==> config.mk <==
export PLATFORM = sky130hd
export DESIGN_NAME = button_press_encoder
export DESIGN_NICKNAME = d
export VERILOG_FILES = /design/src/rtl/simon_pkg.sv /design/src/rtl/btn_debounce_ch.sv /design/src/rtl/button_press_encoder.sv
export SDC_FILE = /design/constraint.sdc
export NUM_CORES = 1
export LEC_CHECK = 0
export CORE_AREA = 2 2 103 105
export DETAILED_ROUTE_END_ITERATION = 7
export DIE_AREA = 0 0 105 107
export GPL_ROUTABILITY_DRIVEN = 0
export PLACE_DENSITY = 0.77
export SYNTH_ARGS = -nofsm -noshare
export SYNTH_HDL_FRONTEND = slang
export SYNTH_HIERARCHICAL = 1
export SYNTH_SLANG_ARGS = --single-unit
==> constraint.sdc <==
create_clock -name clk_50M -period 2.11 [get_ports clk_50M]
set_input_delay 0.422 -clock clk_50M [delete_from_list [all_inputs] [get_ports clk_50M]]
set_output_delay 0.422 -clock clk_50M [all_outputs]
set_load 0.1 [all_outputs]
==> src/rtl/simon_pkg.sv <==
// Shared types and constants for the button-press producer and its game-FSM consumer.
package simon_pkg;

   typedef enum logic [1:0] {
      ARMED   = 2'd0,
      PENDING = 2'd1,
      RELEASE = 2'd2
   } press_state_t;

   localparam logic [3:0] BTN_NONE = 4'b0000;
   localparam logic [3:0] BTN0     = 4'b0001;
   localparam logic [3:0] BTN1     = 4'b0010;
   localparam logic [3:0] BTN2     = 4'b0100;
   localparam logic [3:0] BTN3     = 4'b1000;

endpackage

==> src/rtl/btn_debounce_ch.sv <==
// One button channel: 2-FF synchronizer followed by a stable-level debounce counter.
module btn_debounce_ch #(
   parameter int DEBOUNCE_CYCLES = 500000,
   parameter int CNT_W           = 19
) (
   input  logic clk_50M,
   input  logic reset,
   input  logic btn_raw_i,
   output logic stable_o
);

   logic             sync1_q, sync2_q;
   logic             stable_q, stable_d;
   logic [CNT_W-1:0] cnt_q, cnt_d;

   if ((2 ** CNT_W) <= DEBOUNCE_CYCLES) begin : g_bad_cnt_w
      $error("btn_debounce_ch: CNT_W too narrow for DEBOUNCE_CYCLES");
   end

   // Count only while the synchronized level disagrees with the accepted one;
   // any bounce back to the accepted level restarts the qualification window.
   always_comb begin
      stable_d = stable_q;
      cnt_d    = '0;
      if (sync2_q != stable_q) begin
         if (cnt_q == CNT_W'(DEBOUNCE_CYCLES - 1)) begin
            stable_d = sync2_q;
         end else begin
            cnt_d = cnt_q + CNT_W'(1);
         end
      end
   end

   always_ff @(posedge clk_50M or posedge reset) begin
      if (reset) begin
         sync1_q  <= 1'b0;
         sync2_q  <= 1'b0;
         stable_q <= 1'b0;
         cnt_q    <= '0;
      end else begin
         sync1_q  <= btn_raw_i;
         sync2_q  <= sync1_q;
         stable_q <= stable_d;
         cnt_q    <= cnt_d;
      end
   end

   assign stable_o = stable_q;

endmodule

==> src/rtl/button_press_encoder.sv <==
// Debounced buttons to one-hot press events with valid/ack hold.
// Optional pending-event timeout is built when PRESS_TIMEOUT_EN is defined.
//
// state   | meaning
// ARMED   | idle, waiting for any debounced rising edge
// PENDING | event held on press_code until a press_ack rising edge
// RELEASE | event consumed, waiting for all buttons to be released
module button_press_encoder
   import simon_pkg::*;
#(
   parameter int DEBOUNCE_CYCLES = 500000,
   parameter int CNT_W           = 19,
   parameter int TIMEOUT_CYCLES  = 100000000
) (
   input  logic       clk_50M,
   input  logic       reset,
   input  logic       b0,
   input  logic       b1,
   input  logic       b2,
   input  logic       b3,
   input  logic       press_ack,
   output logic       press_valid,
   output logic [3:0] press_code,
   output logic       multi_press,
   output logic [3:0] buttons_stable,
   output logic       timeout_pulse
);

   logic [3:0]   btn_raw;
   logic [3:0]   stable;
   logic [3:0]   stable_d_q;
   logic [3:0]   rise;
   logic         ack_q;
   logic         ack_rise;
   logic         timeout_hit;

   press_state_t state_q, state_d;
   logic         valid_q, valid_d;
   logic [3:0]   code_q, code_d;
   logic         multi_q, multi_d;

   if (TIMEOUT_CYCLES < 2) begin : g_bad_timeout
      $error("button_press_encoder: TIMEOUT_CYCLES must be at least 2");
   end

   assign btn_raw = {b3, b2, b1, b0};

   for (genvar i = 0; i < 4; i++) begin : g_ch
      btn_debounce_ch #(
         .DEBOUNCE_CYCLES(DEBOUNCE_CYCLES),
         .CNT_W          (CNT_W)
      ) u_ch (
         .clk_50M  (clk_50M),
         .reset    (reset),
         .btn_raw_i(btn_raw[i]),
         .stable_o (stable[i])
      );
   end

   assign rise     = stable & ~stable_d_q;
   assign ack_rise = press_ack & ~ack_q;

`ifdef PRESS_TIMEOUT_EN
   localparam int TO_W = (TIMEOUT_CYCLES > 2) ? $clog2(TIMEOUT_CYCLES) : 1;

   logic [TO_W-1:0] tcnt_q, tcnt_d;
   logic            tpulse_q;

   always_comb begin
      tcnt_d      = '0;
      timeout_hit = 1'b0;
      if (state_q == PENDING) begin
         tcnt_d      = tcnt_q + TO_W'(1);
         timeout_hit = (tcnt_q == TO_W'(TIMEOUT_CYCLES - 1));
      end
   end

   always_ff @(posedge clk_50M or posedge reset) begin
      if (reset) begin
         tcnt_q   <= '0;
         tpulse_q <= 1'b0;
      end else begin
         tcnt_q   <= tcnt_d;
         tpulse_q <= timeout_hit & ~ack_rise;
      end
   end

   assign timeout_pulse = tpulse_q;
`else
   assign timeout_hit   = 1'b0;
   assign timeout_pulse = 1'b0;
`endif

   always_comb begin
      state_d = state_q;
      valid_d = valid_q;
      code_d  = code_q;
      multi_d = multi_q;
      unique case (state_q)
         ARMED: begin
            // Same-cycle rises merge; an ack arriving here is meaningless and ignored.
            if (rise != BTN_NONE) begin
               valid_d = 1'b1;
               code_d  = rise;
               multi_d = ($countones(rise) > 1);
               state_d = PENDING;
            end
         end
         PENDING: begin
            if (ack_rise || timeout_hit) begin
               valid_d = 1'b0;
               code_d  = BTN_NONE;
               multi_d = 1'b0;
               state_d = RELEASE;
            end
         end
         RELEASE: begin
            if (stable == BTN_NONE) begin
               state_d = ARMED;
            end
         end
         default: begin
            valid_d = 1'b0;
            code_d  = BTN_NONE;
            multi_d = 1'b0;
            state_d = ARMED;
         end
      endcase
   end

   always_ff @(posedge clk_50M or posedge reset) begin
      if (reset) begin
         state_q    <= ARMED;
         valid_q    <= 1'b0;
         code_q     <= BTN_NONE;
         multi_q    <= 1'b0;
         stable_d_q <= BTN_NONE;
         ack_q      <= 1'b0;
      end else begin
         state_q    <= state_d;
         valid_q    <= valid_d;
         code_q     <= code_d;
         multi_q    <= multi_d;
         stable_d_q <= stable;
         ack_q      <= press_ack;
      end
   end

   assign press_valid    = valid_q;
   assign press_code     = code_q;
   assign multi_press    = multi_q;
   assign buttons_stable = stable;

endmodule

==> results of run 1 <==
through the flow:
step	hold WS [ns]	total power [uW]	setup slack [ns]	instance area (sq um)
floorplan	0.299	2130	0.104	4980
global placement	0.334	2160	0.381	5230
detailed placement	0.335	2160	0.321	5230
CTS	0.357	3550	0.292	5460
global route	0.370	3640	0.113	5460
finish	0.357	3500	0.282	5460
registers in the layout (all words and copies together), names as in the netlist:
name and cells:
g_ch.u_ch/sync2_q 4, stable_d_q 4, state_q 2, multi_press 1, g_ch.u_ch/stable_o 4, press_valid 1
press_code 4, g_ch.u_ch/cnt_q 76, ack_q 1, g_ch.u_ch/sync1_q 4
area by class of cell:
class	count	area (sq um)
Multi-Input combinational cell	337	2240
Clock buffer	10	138
Tap cell	136	170
Sequential cell	101	2530
Timing Repair Buffer	27	255
Clock inverter	6	93.8
Inverter	8	30.0
Fill cell	883	4640
routing by layer:
metal	vias up	global-route usage, %	wire length (um)
li1	1671	-	-
met1	1692	22.5	4150
met2	43	29.6	4490
met3	13	3.53	214
met4	0	6.10	147
met5	-	0	0
power by group through the flow:
stage                     clock network (uW)  registers (uW)  logic (uW)
final                                   1380            1980         136
after global routing                    1500            1990         156
after CTS                               1420            1980         141
after detailed placement                   0            2020         140
after global placement                     0            2020         135
after floorplan                            0            2020         111
worst paths after layout:
path                                                        from                               end  slack (ns)  cells after the start
min in group asynchronous                                  reset           stable_d_q[1]$_DFF_PP0_        0.54                      2
worst min register to register    g_ch[0].u_ch/sync1_q$_DFF_PP0_    g_ch[0].u_ch/sync2_q$_DFF_PP0_        0.36                      0
worst min-delay path              g_ch[0].u_ch/sync1_q$_DFF_PP0_    g_ch[0].u_ch/sync2_q$_DFF_PP0_        0.36                      0
max in group asynchronous                                  reset         press_code[3]$_DFFE_PP0P_        1.23                      2
worst max-delay path            g_ch[3].u_ch/cnt_q[11]$_DFF_PP0_  g_ch[3].u_ch/cnt_q[18]$_DFF_PP0_        0.28                      5
worst max register to register  g_ch[3].u_ch/cnt_q[11]$_DFF_PP0_  g_ch[3].u_ch/cnt_q[18]$_DFF_PP0_        0.28                      5
cells in the final DEF, fill, tap and decap left out, types with 5 or more instances in the layout:
cell,Yosys,layout
inv_1,8,8
o21ai_0,6,6
nand2_1,27,27
a21oi_1,13,13
nand4_1,16,16
buf_4,1,18
xnor2_1,28,28
and3_1,12,12
or4b_1,8,8
nand4b_1,8,8
nand3_1,28,28
nor2_1,68,68
and4_1,8,8
clkdlybuf4s50_1,0,6
xor2_1,32,32
ha_1,5,5
dfrtp_1,101,99
nor4_1,9,9
clkbuf_8,0,10
kinds of logic (layout without fill, tap and decap cells):
kind of cell / Yosys count / in the layout / share of synthesized area [%]
XOR/XNOR: 60 / 60 / 10.6
multiplexers: 6 / 6 / 1.61
buffers and inverters: 27 / 51 / 4.30
AND/OR/NAND/NOR: 224 / 224 / 25.4
AO/OA/AOI/OAI: 40 / 40 / 5.65
flip-flops: 101 / 101 / 50.7
other: 1 / 1 / 0.0753
adder cells (fa/ha/maj): 6 / 6 / 1.66
==> impl_results.md, run 1 <==
* Area leader, netlist: dfrtp_1
* Seq pwr share at 56.7%
* Vias per cell at 5.47
* Die height at 107 um
* 1st-iter DRT viols at 97
* # IOs at 18
* Sw power at 779 uW
* Drt wl/cell at 14.4 um
* Die Wd at 105 um
* Outcome: complete, no violations
* Max clock buf depth at 2
* First-pass GRT wire length at 16000 um
* Crit path max-delay cell type: or4_4
* DRT Wirelength at 9010 um
* TritonCTS clock tree: yes
* Synth cell count leaders: dfrtp_1, nor2_1, xor2_1, nand3_1, xnor2_1
* Average cell area after synthesis at 10.7 sq um
* Total GRT Usage at 17.5%
* Gate Count Post-Synth at 465
* CTS HTree Levels at 3
* Buffers plus inverters on the worst setup path at 1
* Async S/R FF share, synth at 100%
* Number of synthesized flops with an enable pin at 0
* CP startpoint kind: register
* Fmax at 547 MHz
* Final setup violation count at 0
* Post-Route Skew at 0.0147 ns
* Antenna violations before repair at 0
* Number of global-route vias before repair at 3533
* Worst setup EP type: register
* Final core occ at 54.1%
* Sequential share of the synthesized area at 50.7%
* Most numerous cell in the Yosys netlist: dfrtp_1
* Fin crit period at 1.83 ns
* Cts hold-fix bufs at 0
* Leak pwr at 0.00232 uW
* Fin Setup TNS at 0 ns
* Netlist Area Pre-Place at 4980 sq um
* WS Path Type: reg -> reg
* Final hold violation count at 0
* N_diodes at 0
* Syn Nets at 478
* Drt first pass iters at 4
* Die footprint at 11200 sq um
* Cell Pwr Density at 642 nW/um^2
* Sw Share at 22.3%
* Clock power share at 39.4%
* Residual DRC at 0
* ANT nets after route at 0
* Row count at 37
* #FFs+latches synth at 101
* Worst-path cell chain: or4_4, nor3_2, a21bo_1, buf_4, a21oi_1
* Share of the synthesized area in the top cell type at 50.7%
* Area contributors post-synth: dfrtp_1, xor2_1, nor2_1, xnor2_1, nand3_1
* Crit path arrival time at 2.06 ns
* Comb pwr share at 3.9%
* Post-CTS sizing at 0
* Starting Density at 49.4%
* CP top delay family: simple AND/OR/NAND/NOR gates
* Slowest Stage Delay on Critical Path at 0.56 ns
* Worst-path fanout max at 9
* Total CTS buffers at 9
* P_int at 2720 uW
* Area grow syn2layout at 9.55%
* Crit share post-route at 86.6%
* Post-Place Cells at 609
* Post-DP HPWL at 6490 um
* Worst hold path type: reg -> reg
* Nets at 497
* Peak supply drop at 0.335 mV
* Total of max-cap violations at 0
* Cell variety after synth at 48
* CTS sink count at 101
* CTS Root Cell: clkbuf_8
* Detailed-route via count at 3419
* Clock slew at reported path FFs at 0.10 ns
* Synth warn at 6
* # port buffers at 16
* Core area at 10100 sq um
* Proportion of layout cells with a drive suffix above 1 at 12.1%
* Postcts setup bufs at 0
* Worst EP required at 2.34 ns
* Clock latency on the worst-skew pair at 0.37 ns
* Unrepaired setup endpoints after global routing: false
* Finished Layout Cells at 625
* Largest net degree at the start of global routing at 23
* Most common flop cell mapped by yosys: dfrtp_1
* Gr ovfl total at 0
* Fin. max-slew vios at 0
(Power assumes the default switching activity.)
==> run 2, diff against run 1 <==
Settings changed: CORE_AREA 2 2 103 105 to 5 5 98 118, DIE_AREA 0 0 105 107 to 0 0 103 123, PLACE_DENSITY 0.77 to 0.76.
==> impl_results.md, run 2 (synthesized netlist as in run 1, its figures left out) <==
* Post-Route Skew at 0.00505 ns
* Worst setup EP type: register
* Commonest non-fill, non-tap cell in the layout: dfrtp_1
* CTS sink count at 101
* Row count at 41
* Post-DP HPWL at 6390 um
* Top Layer Used: met4
* DRT Wirelength at 9140 um
* Fin Setup TNS at 0 ns
* DR WL met2 at 4510 um
* Final setup violation count at 0
* Post-CTS sizing at 0
* Outcome: complete, no violations
* CP startpoint kind: register
* Worst-path fanout max at 7
* Fin. max-slew vios at 0
* Hold depth at 0
* CTS HTree Levels at 3
* Unrepaired setup endpoints after global routing: false
* Seq. cell area at 2530 sq um
* Clock slew at reported path FFs at 0.07 ns
* Postcts setup bufs at 0
* Die height at 123 um
* Met1 WL at 4130 um
* Area grow syn2layout at 11.2%
* # port buffers at 16
* Cts hold-fix bufs at 0
* Total GRT Usage at 15.7%
* ANT nets after route at 0
* Max reg flops at 76
* Peak supply drop at 0.377 mV
* WS Path Type: reg -> reg
* Fillcell total at 880
* Register bank with the most flops: g_ch.u_ch/cnt_q
* Met3 WL at 272 um
* Number of global-route vias before repair at 3454
* Final core occ at 53.4%
* Die Wd at 103 um
* Multi-input gate area at 2240 sq um
* Overall Power at 3900 uW
* Clock latency on the worst-skew pair at 0.34 ns
* CTS Root Cell: clkbuf_16
* Worst hold path type: reg -> reg
* Antenna violations before repair at 0
* Proportion of layout cells with a drive suffix above 1 at 12.0%
* Drt wl/cell at 14.8 um
* Max clock buf depth at 2
* Core area at 10400 sq um
* R2R cell count at 5
* Nets at 498
* Starting Density at 48.1%
* Final hold violation count at 0
* Gr ovfl total at 0
* N_diodes at 0
* Vias per cell at 5.63
* Cell Pwr Density at 705 nW/um^2
* Place WS at 0.263 ns
* Crit share post-route at 85.5%
* 1st-iter DRT viols at 124
* Post-Place Cells at 603
* Residual DRC at 0
* Fin crit period at 1.80 ns
* Crit path arrival time at 2.03 ns
* Finished Layout Cells at 619
* Largest net degree at the start of global routing at 23
* TritonCTS clock tree: yes
* Total of max-cap violations at 0
* R2R Setup Slk at 0.31 ns
* Die footprint at 12700 sq um
* # IOs at 18
* Drt first pass iters at 4
* Commonest cells after routing, fill and taps aside: dfrtp_1, nor2_1, xor2_1, nand3_1, xnor2_1
* Fmax at 554 MHz
* Leak pwr at 0.00237 uW
* Final worst slack at 0.306 ns
* Worst EP required at 2.34 ns
* Detailed-route via count at 3482
* Total CTS buffers at 9
* First-pass GRT wire length at 15900 um
run 2: cell count changes in the layout (fill, tap and decap cells not counted), sizes merged:
cell,previous run,this run
clkinvlp,1,0
clkbuf,10,11
clkinv,1,2
buf,21,22
inv,10,9
run 2: metal layers:
layer,GRT usage (%),vias up
li1,-,1686
met1,20.8,1742
met2,24.8,39
met3,2.93,15
met4,7.29,0
met5,0,-
run 2: path summary, 6_finish.rpt:
path / end / start
worst max register to register: g_ch[2].u_ch/cnt_q[3]$_DFF_PP0_ / g_ch[2].u_ch/cnt_q[11]$_DFF_PP0_
max in group asynchronous: stable_d_q[2]$_DFF_PP0_ / reset
worst min register to register: g_ch[1].u_ch/sync2_q$_DFF_PP0_ / g_ch[1].u_ch/sync1_q$_DFF_PP0_
worst max-delay path: g_ch[2].u_ch/cnt_q[3]$_DFF_PP0_ / g_ch[2].u_ch/cnt_q[11]$_DFF_PP0_
min in group asynchronous: g_ch[1].u_ch/stable_o$_DFFE_PP0P_ / reset
worst min-delay path: g_ch[1].u_ch/sync2_q$_DFF_PP0_ / g_ch[1].u_ch/sync1_q$_DFF_PP0_
run 2: per-stage QoR:
stage | area [sq um] | hold WS, ns
after global routing | 5540 | 0.357
after global placement | 5210 | 0.332
after floorplan | 4980 | 0.299
after CTS | 5540 | 0.352
final | 5540 | 0.353
after detailed placement | 5210 | 0.336
run 2: power by group:
| group | switching, uW | internal [uW] |
|---|---|---|
| combinational | 86.4 | 46.9 |
| clock | 707 | 1080 |
| sequential | 23.9 | 1960 |
| total | 817 | 3090 |
run 2: critical path: stages (launching register included):
cell and delay, ns:
dfrtp_1 0.42, or4_4 0.55, nor3_2 0.22, a21bo_1 0.25
buf_4 0.19, nor2_1 0.06
run 2: area by class of cell:
type,count,area share (%)
inverter,8,0.542
multi-input combinational,337,40.5
sequential,101,45.7
tap,129,2.92
timing repair buffer,28,4.52
clock inverter,5,1.49
clock buffer,11,4.38
==> run 3, diff against run 2 <==
--- a/config.mk
+++ b/config.mk
@@ -6,9 +6,11 @@
 export NUM_CORES = 1
 export LEC_CHECK = 0
-export CORE_AREA = 5 5 98 118
+export CELL_PAD_IN_SITES_DETAIL_PLACEMENT = 2
+export CELL_PAD_IN_SITES_GLOBAL_PLACEMENT = 2
+export CORE_AREA = 5 5 107 129
 export DETAILED_ROUTE_END_ITERATION = 7
-export DIE_AREA = 0 0 103 123
+export DIE_AREA = 0 0 112 134
 export GPL_ROUTABILITY_DRIVEN = 0
-export PLACE_DENSITY = 0.76
+export PLACE_DENSITY = 0.88
 export SYNTH_ARGS = -nofsm -noshare
 export SYNTH_HDL_FRONTEND = slang
==> constraint.sdc (replaced) <==
create_clock -name clk_50M -period 2.11 [get_ports clk_50M]
set_input_delay 0.422 -clock clk_50M [delete_from_list [all_inputs] [get_ports clk_50M]]
set_output_delay 0.422 -clock clk_50M [all_outputs]
set_load 0.02 [all_outputs]
==> impl_results.md, run 3 (synthesized netlist as in run 1, its figures left out) <==
* Drt first pass iters at 4
* Post-Route Skew at 0.00911 ns
* Clock latency on the worst-skew pair at 0.35 ns
* Die height at 134 um
* WS Path Type: reg -> out
* Finished Layout Cells at 655
* Residual DRC at 0
* Cts hold-fix bufs at 0
* TritonCTS clock tree: yes
* 1st-iter DRT viols at 102
* Starting Density at 40.0%
* Commonest non-fill, non-tap cell in the layout: dfrtp_1
* Nets at 499
* Crit path max-delay cell type: clkdlybuf4s50_1
* Crit share post-route at 91.2%
* CP top delay family: buffers and inverters
* Total of max-cap violations at 0
* Hold Startpoint: g_ch[0].u_ch/sync1_q$_DFF_PP0_
* Commonest cells after routing, fill and taps aside: dfrtp_1, nor2_1, xor2_1, nand3_1, xnor2_1
* R2R Path Start: g_ch[2].u_ch/cnt_q[0]$_DFF_PP0_
* Area grow syn2layout at 11.2%
* Antenna violations before repair at 0
* Met1 usage at 20.6%
* CTS sink count at 101
* Row count at 45
* Unrepaired setup endpoints after global routing: false
* Total GRT Usage at 18.1%
* Met2 usage in global routing at 33.6%
* CTS Root Cell: clkbuf_16
* Critical path origin: g_ch[3].u_ch/stable_o$_DFFE_PP0P_
* Proportion of layout cells with a drive suffix above 1 at 9.57%
* Clock slew at reported path FFs at 0.07 ns
* Drt wl/cell at 19.6 um
* CTS HTree Levels at 3
* Buffers plus inverters on the worst setup path at 1
* GRT met3 Usage at 4.20%
* Worst-path fanout max at 6
* Leak pwr at 0.00232 uW
* N_diodes at 0
* Die Wd at 112 um
* Fin Setup TNS at 0 ns
* Register bank with the most flops: g_ch.u_ch/cnt_q
* Final setup violation count at 0
* Max reg flops at 76
* Vias per cell at 5.55
* Worst slew margin at 62.5%
* Fin crit period at 1.92 ns
* Max clock buf depth at 2
* # port buffers at 16
* Post-DP HPWL at 9220 um
* Postcts setup bufs at 0
* Worst EP required at 1.69 ns
* # IOs at 18
* First-pass GRT wire length at 21700 um
* Peak supply drop at 0.423 mV
* Worst Tran Pin Value at 0.561 ns
* DRT Wirelength at 12800 um
* Worst hold path type: reg -> reg
* Worst setup EP type: output pin
* Core area at 12400 sq um
* Detailed-route via count at 3636
* Crit path arrival time at 1.50 ns
* Die footprint at 15000 sq um
* Largest net degree at the start of global routing at 23
* Total CTS buffers at 9
* Outcome: complete, no violations
* Final hold violation count at 0
* Fin. max-slew vios at 0
* Number of global-route vias before repair at 4120
* Post-Place Cells at 639
* Gr ovfl total at 0
* Slowest Stage Delay on Critical Path at 0.66 ns
* Most used routing layer: met2
* Fmax at 520 MHz
* ANT nets after route at 0
* Post-CTS sizing at 0
* Cell Pwr Density at 670 nW/um^2
* Worst-path cell chain: clkdlybuf4s50_1
* CP startpoint kind: register
[run 3: cell count changes in the layout (fill, tap and decap cells not counted), sizes merged]
cell	previous run	this run
clkdlybuf4s50	6	16
bufinv	2	0
inv	9	8
buf	22	13
clkinvlp	0	2
clkbuf	11	13
clkinv	2	1
[run 3: cell type report]
cell class | instances | area, sq um
clock buffer | 13 | 260
timing repair buffer | 29 | 258
fill | 1309 | 6900
clock inverter | 3 | 20.0
multi-input combinational | 337 | 2240
tap | 164 | 205
inverter | 8 | 30.0
sequential | 101 | 2530
[run 3: worst paths after layout]
check                                                        end  slack, ns  depth (start not counted)
max in group asynchronous              press_code[1]$_DFFE_PP0P_       1.07                          2
worst max register to register  g_ch[2].u_ch/cnt_q[18]$_DFF_PP0_       0.19                          5
worst min-delay path              g_ch[0].u_ch/sync2_q$_DFF_PP0_       0.35                          0
worst max-delay path                           buttons_stable[3]       0.19                          1
worst min register to register    g_ch[0].u_ch/sync2_q$_DFF_PP0_       0.35                          0
min in group asynchronous        g_ch[3].u_ch/cnt_q[5]$_DFF_PP0_       0.65                          3
[run 3: metal layers]
layer / vias up / routed length (um) / part of all wire (%)
met4: 0 / 235 / 1.8
met1: 1893 / 5180 / 40
met5: - / 0 / 0
met3: 20 / 369 / 2.9
met2: 40 / 7050 / 55
li1: 1683 / - / -
[run 3: per-stage QoR]
stage / power, uW / area [sq um] / hold WS [ns] / setup slack (ns) / utilization, %
after detailed placement: 2170 / 5260 / 0.338 / 0.187 / 42.3
after CTS: 3770 / 5540 / 0.353 / 0.169 / 44.5
after global routing: 3890 / 5540 / 0.354 / 0.0600 / 44.5
after global placement: 2150 / 5260 / 0.332 / 0.313 / 42.3
final: 3710 / 5540 / 0.352 / 0.187 / 44.5
after floorplan: 2120 / 4980 / 0.299 / 0.396 / -
[run 3: report_power, final]
group | internal (uW) | switching, uW | total, uW
clock | 864 | 722 | 1590
combinational | 48.0 | 88.6 | 137
sequential | 1960 | 26.3 | 1990
total | 2870 | 837 | 3710
